## src/rtl/regfile_zq.sv

```systemverilog
`default_nettype none
// ============================================================================
//  Module   : regfile_zq
//  Brief    : Parametrised general register file with multiple combinational
//             read ports, same-cycle write-to-read bypass, an optional
//             hardwired zero register and a one-register-per-cycle zeroize
//             sweep for key-material erasure.
//  Revision : 1.0 - initial release
// ============================================================================
module regfile_zq #(
   parameter int DATA_W   = 32,
   parameter int DEPTH    = 32,
   parameter int ADDR_W   = 5,
   parameter int NUM_RD   = 3,
   parameter int ZERO_REG = 1,
   parameter int BYPASS   = 1
) (
   input  logic                       clk,
   input  logic                       rst,
   input  logic                       wr_en,
   input  logic [ADDR_W-1:0]          wr_addr,
   input  logic [DATA_W-1:0]          wr_data,
   input  logic [NUM_RD*ADDR_W-1:0]   rd_addr,
   output logic [NUM_RD*DATA_W-1:0]   rd_data,
   input  logic                       zeroize_req,
   output logic                       zeroize_busy,
   output logic                       zeroize_done,
   output logic                       wr_err
);

   localparam logic [ADDR_W-1:0] c_last_idx = ADDR_W'(DEPTH - 1);

   typedef enum logic [1:0] {
      ST_IDLE  = 2'd0,
      ST_SWEEP = 2'd1,
      ST_DONE  = 2'd2
   } state_t;

   state_t              state_q, state_d;
   logic [ADDR_W-1:0]   cnt_q, cnt_d;
   logic                wr_err_q, wr_err_d;
   logic [DATA_W-1:0]   mem_q [DEPTH];

   logic                w_zero_accept;
   logic                w_wr_ok;
   logic                w_wr_accept;
   logic                w_addr_is_zero;

   // A write is only honoured in IDLE when no wipe is being started; writes
   // to the hardwired zero register are discarded without raising an error.
   always_comb begin
      w_zero_accept  = (state_q == ST_IDLE) && zeroize_req;
      w_wr_ok        = wr_en && (state_q == ST_IDLE) && !zeroize_req;
      w_addr_is_zero = (ZERO_REG != 0) && (wr_addr == '0);
      w_wr_accept    = w_wr_ok && !w_addr_is_zero;
      wr_err_d       = wr_en && !w_wr_ok;
   end

   // Zeroize sequencer next-state: IDLE -> SWEEP (DEPTH cycles) -> DONE -> IDLE.
   always_comb begin
      state_d = state_q;
      cnt_d   = cnt_q;
      case (state_q)
         ST_IDLE: begin
            if (w_zero_accept) begin
               state_d = ST_SWEEP;
               cnt_d   = '0;
            end
         end
         ST_SWEEP: begin
            if (cnt_q == c_last_idx) begin
               state_d = ST_DONE;
            end else begin
               cnt_d = cnt_q + ADDR_W'(1);
            end
         end
         ST_DONE: begin
            state_d = ST_IDLE;
         end
         default: begin
            state_d = ST_IDLE;
            cnt_d   = '0;
         end
      endcase
   end

   // Sequencer state, sweep counter and the registered dropped-write pulse.
   always_ff @(posedge clk) begin
      if (!rst) begin
         state_q  <= ST_IDLE;
         cnt_q    <= '0;
         wr_err_q <= 1'b0;
      end else begin
         state_q  <= state_d;
         cnt_q    <= cnt_d;
         wr_err_q <= wr_err_d;
      end
   end

   // Register storage: the sweep owns the array while active, otherwise the
   // write port updates it.
   always_ff @(posedge clk) begin
      if (!rst) begin
         for (int i = 0; i < DEPTH; i++) begin
            mem_q[i] <= '0;
         end
      end else if (state_q == ST_SWEEP) begin
         mem_q[cnt_q] <= '0;
      end else if (w_wr_accept) begin
         mem_q[wr_addr] <= wr_data;
      end
   end

   assign zeroize_busy = (state_q == ST_SWEEP);
   assign zeroize_done = (state_q == ST_DONE);
   assign wr_err       = wr_err_q;

   generate
      for (genvar k = 0; k < NUM_RD; k++) begin : g_rd
         logic [ADDR_W-1:0] w_addr;
         logic [DATA_W-1:0] w_data;

         assign w_addr = rd_addr[k*ADDR_W +: ADDR_W];

         // Read mux: a wipe in progress hides all contents, then the zero
         // register, then the bypass of the write accepted this cycle.
         always_comb begin
            w_data = mem_q[w_addr];
            if (zeroize_busy) begin
               w_data = '0;
            end else if ((ZERO_REG != 0) && (w_addr == '0)) begin
               w_data = '0;
            end else if ((BYPASS != 0) && w_wr_accept && (wr_addr == w_addr)) begin
               w_data = wr_data;
            end
         end

         assign rd_data[k*DATA_W +: DATA_W] = w_data;
      end
   endgenerate

endmodule
`default_nettype wire

```

## config.mk

```make
export PLATFORM = sky130hd
export DESIGN_NAME = regfile_zq
export DESIGN_NICKNAME = d
export VERILOG_FILES = /design/src/rtl/regfile_zq.sv
export SDC_FILE = /design/constraint.sdc
export NUM_CORES = 2
export LEC_CHECK = 0
export BUFFER_PORTS_ARGS = -buffer_cell sky130_fd_sc_hd__buf_4
export CORE_ASPECT_RATIO = 0.75
export CORE_MARGIN = 2
export CORE_UTILIZATION = 50
export CTS_CLUSTER_SIZE = 20
export DETAILED_ROUTE_END_ITERATION = 7
export PLACE_DENSITY = 0.74
export SLEW_MARGIN = 20
export SYNTH_ARGS = -nofsm -noshare
export SYNTH_HDL_FRONTEND = slang
export SYNTH_SLANG_ARGS = --single-unit
```

## constraint.sdc

```tcl
create_clock -name clk -period 3.15 [get_ports clk]
set_clock_uncertainty 0.05 [all_clocks]
set_input_delay 0.315 -clock clk [delete_from_list [all_inputs] [get_ports clk]]
set_output_delay 0.315 -clock clk [all_outputs]
set_load 0.03 [all_outputs]
```

* Word level (Yosys, flattened, before mapping) *
Memory sizes are Yosys's and may differ from the RTL's.
Cells that the tools add are included.

storage, ports and cells
  bits in registers = 8
  bits in writable memories = 1024
  input port bits = 56
  logic and storage cells = 64
  memories kept = 1

operators by class
  $add $sub $neg = 1
  eq/ne operators = 9
  mux-type cells = 29
  bitwise operators = 1
  reduce and logical (&&, ||, !) cells = 20

memory list
  name   words  bits a word  rd ports  clocked after Yosys merged registers in  wr ports  RTL line  text
  mem_q  32     32           3         0                                        32        42        logic [DATA_W-1:0] mem_q [DEPTH];

operators with widths
  cell                 number
  $mux 32              11
  $reduce_or 32->1     2
  $logic_not 5->1      4
  $mux 5               4
  $eq 5x5->1           3
  $pmux 5 s3           1
  $mux 1               10
  $logic_and 1x1->1    8
  $add 5x1->5 const B  1
  $eq 5x5->1 const B   1
  $mux 2               2
  $ne 2x2->1 const B   2
  $pmux 2 s2           1
  $logic_not 1->1      3
  $reduce_and 3->1     1
  $eq 2x1->1 const B   1
  $eq 2x2->1 const B   1
  $logic_not 2->1      1
  $ne 2x1->1 const B   1
  $reduce_and 2->1     1
  $not 1->1            1

* Logic depth before layout (Yosys ltp) *
  word-level depth = 10
  mapped depth = 9
  gate-level depth less buffers = 7

* Least setup slack after synthesis *
OpenSTA, ideal clock, no wires.

  path type = input-to-reg
  start point = in wr_addr[0]
  end point = mem mem_q[13][0] (enable)
  setup time = 0.389 ns
  arrival time = 2.885 ns
  slack = -0.175 ns
  stages = 8
  buffers on the path = 3
  cells stage by stage = clkbuf_1 or4_4 o211a_4 buf_6 o21ai_4 nand3_2 buf_2 nand2_1

RTL lines
  element             RTL line  text
  start: declaration  21        input logic [ADDR_W-1:0] wr_addr,
  end: declaration    42

* Final worst setup path *
  start point = reg state_q[0]
  end point = out rd_data[71]

between the ends
  cells in the longest elaborated chain, start to end = 8
  elaborated cells on any way between the ends = 9
  classes of those cells = eq/ne: 1; mux: 3; reduce/logical: 5

RTL lines
  element                         RTL line  text
  start: declaration              39        state_t state_q, state_d;
  start signal: assignment        94        state_q <= state_d;
  $logic_not 2->1                 53        w_wr_ok = wr_en && (state_q == ST_IDLE) && !zeroize_req;
  $logic_and 1x1->1 (2 in a row)  53
  $logic_and 1x1->1               55        w_wr_accept = w_wr_ok && !w_addr_is_zero;
  $logic_and 1x1->1               133       end else if ((BYPASS != 0) && w_wr_accept && (wr_addr == w_addr)) begin
  $mux 32                         133
  $mux 32                         131       end else if ((ZERO_REG != 0) && (w_addr == '0)) begin
  $mux 32 (*)                     129       if (zeroize_busy) begin
  end: declaration                24        output logic [NUM_RD*DATA_W-1:0] rd_data,

Every way passes the cells marked *; elsewhere a longest branch is shown, timed or not.

==> results.toml <==
[timing]
period_needed_ns = 3.547
setup_violations = 96
slew_viol_final = 0
fmax_mhz = 281.9
hold_viol = 0
relSlewSlack = 0.1361
tightest_slew_ns = 1.291
rsz0062_at_grt = "true"
post-route-period-util = 1.126
fin_ws_ns = -0.3971

[final_layout]
num-nets-final = 5395
syn_to_final_growth_pct = 20.34
final_cell_mix = "edfxtp_1, nor2_1, mux2i_1"
layout.cells.most_common = "edfxtp_1"
drive_gt1_frac = 0.2720
final_util = 0.6052
fillerInstances = 9545

[flow_run]
drv_cap = 0

[clock_tree]
insertion_delay_ns = 0.74
cts-root-buf = "clkbuf_16"
cts.sinks = 1032
clk_path_buf_depth = 3
htree_levels = 3
cts_tree = "built"
clk_pin_slew_ns = 0.07
numCtsBuffers = 106

[setup_path]
path_class = "flip-flop to output pin"
crit_fanout = 16
cp-start-kind = "flip-flop"
cp.arrival_ns = 3.18
end_kind = "output pin"
critPathRequiredTime_ns = 2.78
reg2reg_slack_ns = 0.05

[global_route]
grt_pass1_vias = 51450
grt_pass1_wl_um = 371700
antenna_found_initial = 5
grt_max_degree = 59
track_usage = 0.4089
grt.overflow.total = 0

[pwr]
p_seq_frac = 0.440
p_per_area_mw_per_mm2 = 482.8
power.share.switching = 0.2898
p_switching_uw = 10510
clkPwrFrac = 0.364
comb_power_share = 0.196
leakage_uw = 0.02682
finalPower_uw = 36280
peakVddDrop_uv = 450.5
intPower_uw = 25770

[route]
drc_errors = 18
ant_nets = 0
avgViaCountPerCell = 7.564
wl_per_cell_um = 37.52
drt_wl_total_um = 265800
firstDrtPassIters = 8
drtIter0Drc = 10660
vias = 53570

[placed_design]
dp_hpwl_um = 170100
numPortBuffers = 154
place.gp.congestion = 1.010

[floorplan]
num_io_pins = 155
die_h_um = 310.0
coreArea_mm2 = 0.1242
rows = 112
die_area_mm2 = 0.1278
dieWidth_um = 412.1
initial_core_util = 0.5029

[logic_synthesis]
async_flop_share = 0
synth_seq_cells = 1032
syn_avg_cell_area_um2 = 12.23
synth_area_mm2 = 0.06244
ys_seq_area_frac = 0.4950
synth.yosys.warnings = 0
yosysUniqueCellTypes = 53
netlist_instances = 5105
synth_flop_cell = "edfxtp_1"
synth_edf_count = 1024

[outcome]
violations = "DRC, setup timing"
outcome = "finished with violations"

[worst_hold_path]
hold_class = "input port to flip-flop"
## worst max-delay path, stage by stage, from the launching register on
cell	delay (ns)
dfxtp_2	0.33
nor4b_4	0.35
o21ai_2	0.12
buf_6	0.16
buf_4	0.14
nor3_4	0.27
a2111oi_4	0.10
buf_6	0.25
a221o_2	0.51
buf_6	0.19
## cell usage after synthesis, types with 5 or more instances
master / count / area [um^2]
edfxtp_1: 1024 / 30750
o21ai_0: 88 / 440.4
a221oi_1: 83 / 727.0
a21oi_1: 142 / 710.7
a211oi_1: 64 / 480.5
o22ai_1: 89 / 556.8
mux2i_1: 813 / 8138
o221ai_1: 171 / 1498
dfxtp_1: 8 / 160.2
buf_2: 83 / 415.4
a221o_1: 87 / 870.8
buf_4: 13 / 97.59
mux4_2: 358 / 8063
xnor2_1: 15 / 131.4
nand3b_1: 22 / 165.2
nor3_1: 6 / 30.03
nand3_2: 6 / 60.06
o21ai_4: 5 / 81.33
mux2_2: 28 / 315.3
buf_1: 85 / 319.1
nand2b_1: 12 / 75.07
nor2_1: 1011 / 3795
nand3_1: 72 / 360.4
a211o_1: 22 / 192.7
nor2b_1: 28 / 175.2
clkbuf_1: 387 / 1453
and2_1: 19 / 118.9
nand2_1: 168 / 630.6
o221a_2: 21 / 236.5
a22oi_1: 112 / 840.8
a2111oi_0: 22 / 192.7
## power by group through the flow
stage                     clock, uW  combinational (uW)  sequential (uW)
final                         13200                7110            16000
after global routing          13700                7110            16000
after CTS                     13100                6610            15900
after detailed placement          0                6150            16200
after floorplan                   0                3430            16100
after global placement            0                6100            16200
## sequential cells by signal (all words and copies together) (netlist names)
signal	flops
mem_q	1024
wr_err	1
cnt_q	5
state_q	2
## repair_timing
action | 4_1_cts | 5_1_grt
setup endpoints to repair | 96 | 96
resized for setup | 292 | 100
buffers inserted | 26 | 17
cloned | 9 | 2
pin swaps | 20 | 27
hold buffers | 3 | 0
endpoints found under the hold margin | 3 | 0
## per-layer routing
layer | routed length [um] | part of all wire | GRT usage
met1 | 89010 | 0.33 | 0.5413
met2 | 104700 | 0.39 | 0.5499
met3 | 56830 | 0.21 | 0.2181
met4 | 15190 | 0.057 | 0.1858
met5 | 75 | 0.00028 | 0.001124
## final cells by class
cell class              count  area (um^2)  share of cell area
well taps                1653         2068             0.02752
inverters                   8        38.79           0.0005162
flip-flops and latches   1032        30910              0.4114
clock inverters            69        696.9            0.009274
multi-input cells        3527        30950              0.4119
clock buffers             129         2823             0.03756
repair buffers            662         7645              0.1017
diodes                      3        7.507          0.00009990
## final timing paths
path / startpoint / endpoint / cells past startpoint
worst max-delay path: state_q[0] / rd_data[71] / 9
worst min-delay path: zeroize_req / state_q[0] / 4
worst max register to register: state_q[0] / mem_q[8][30] / 8
worst min register to register: cnt_q[3] / cnt_q[3] / 1
## kinds of logic after synthesis
group | synth area share
AO/OA/AOI/OAI | 0.1113
XOR/XNOR | 0.002104
adder cells (fa/ha/maj) | 0.0004007
buffers and inverters | 0.03725
flip-flops | 0.4950
multiplexers | 0.2645
other | 0.00006006
AND/OR/NAND/NOR | 0.08941
## per-stage QoR
step,hold WS (ns),cell area (um^2),setup WS [ns],instances,setup TNS (ns)
final,0.03639,75140,-0.3971,7083,-24.32
after floorplan,0.3962,62640,0.1167,5136,0
after detailed placement,0.4593,69480,-0.2324,6875,-0.5002
after global routing,0.08852,75140,-0.3932,7081,-26.18
after global placement,0.4664,69460,-0.3920,6875,-1.580
after CTS,0.01210,74630,-0.2755,7081,-16.61
Power figures use the tool's default switching activity.
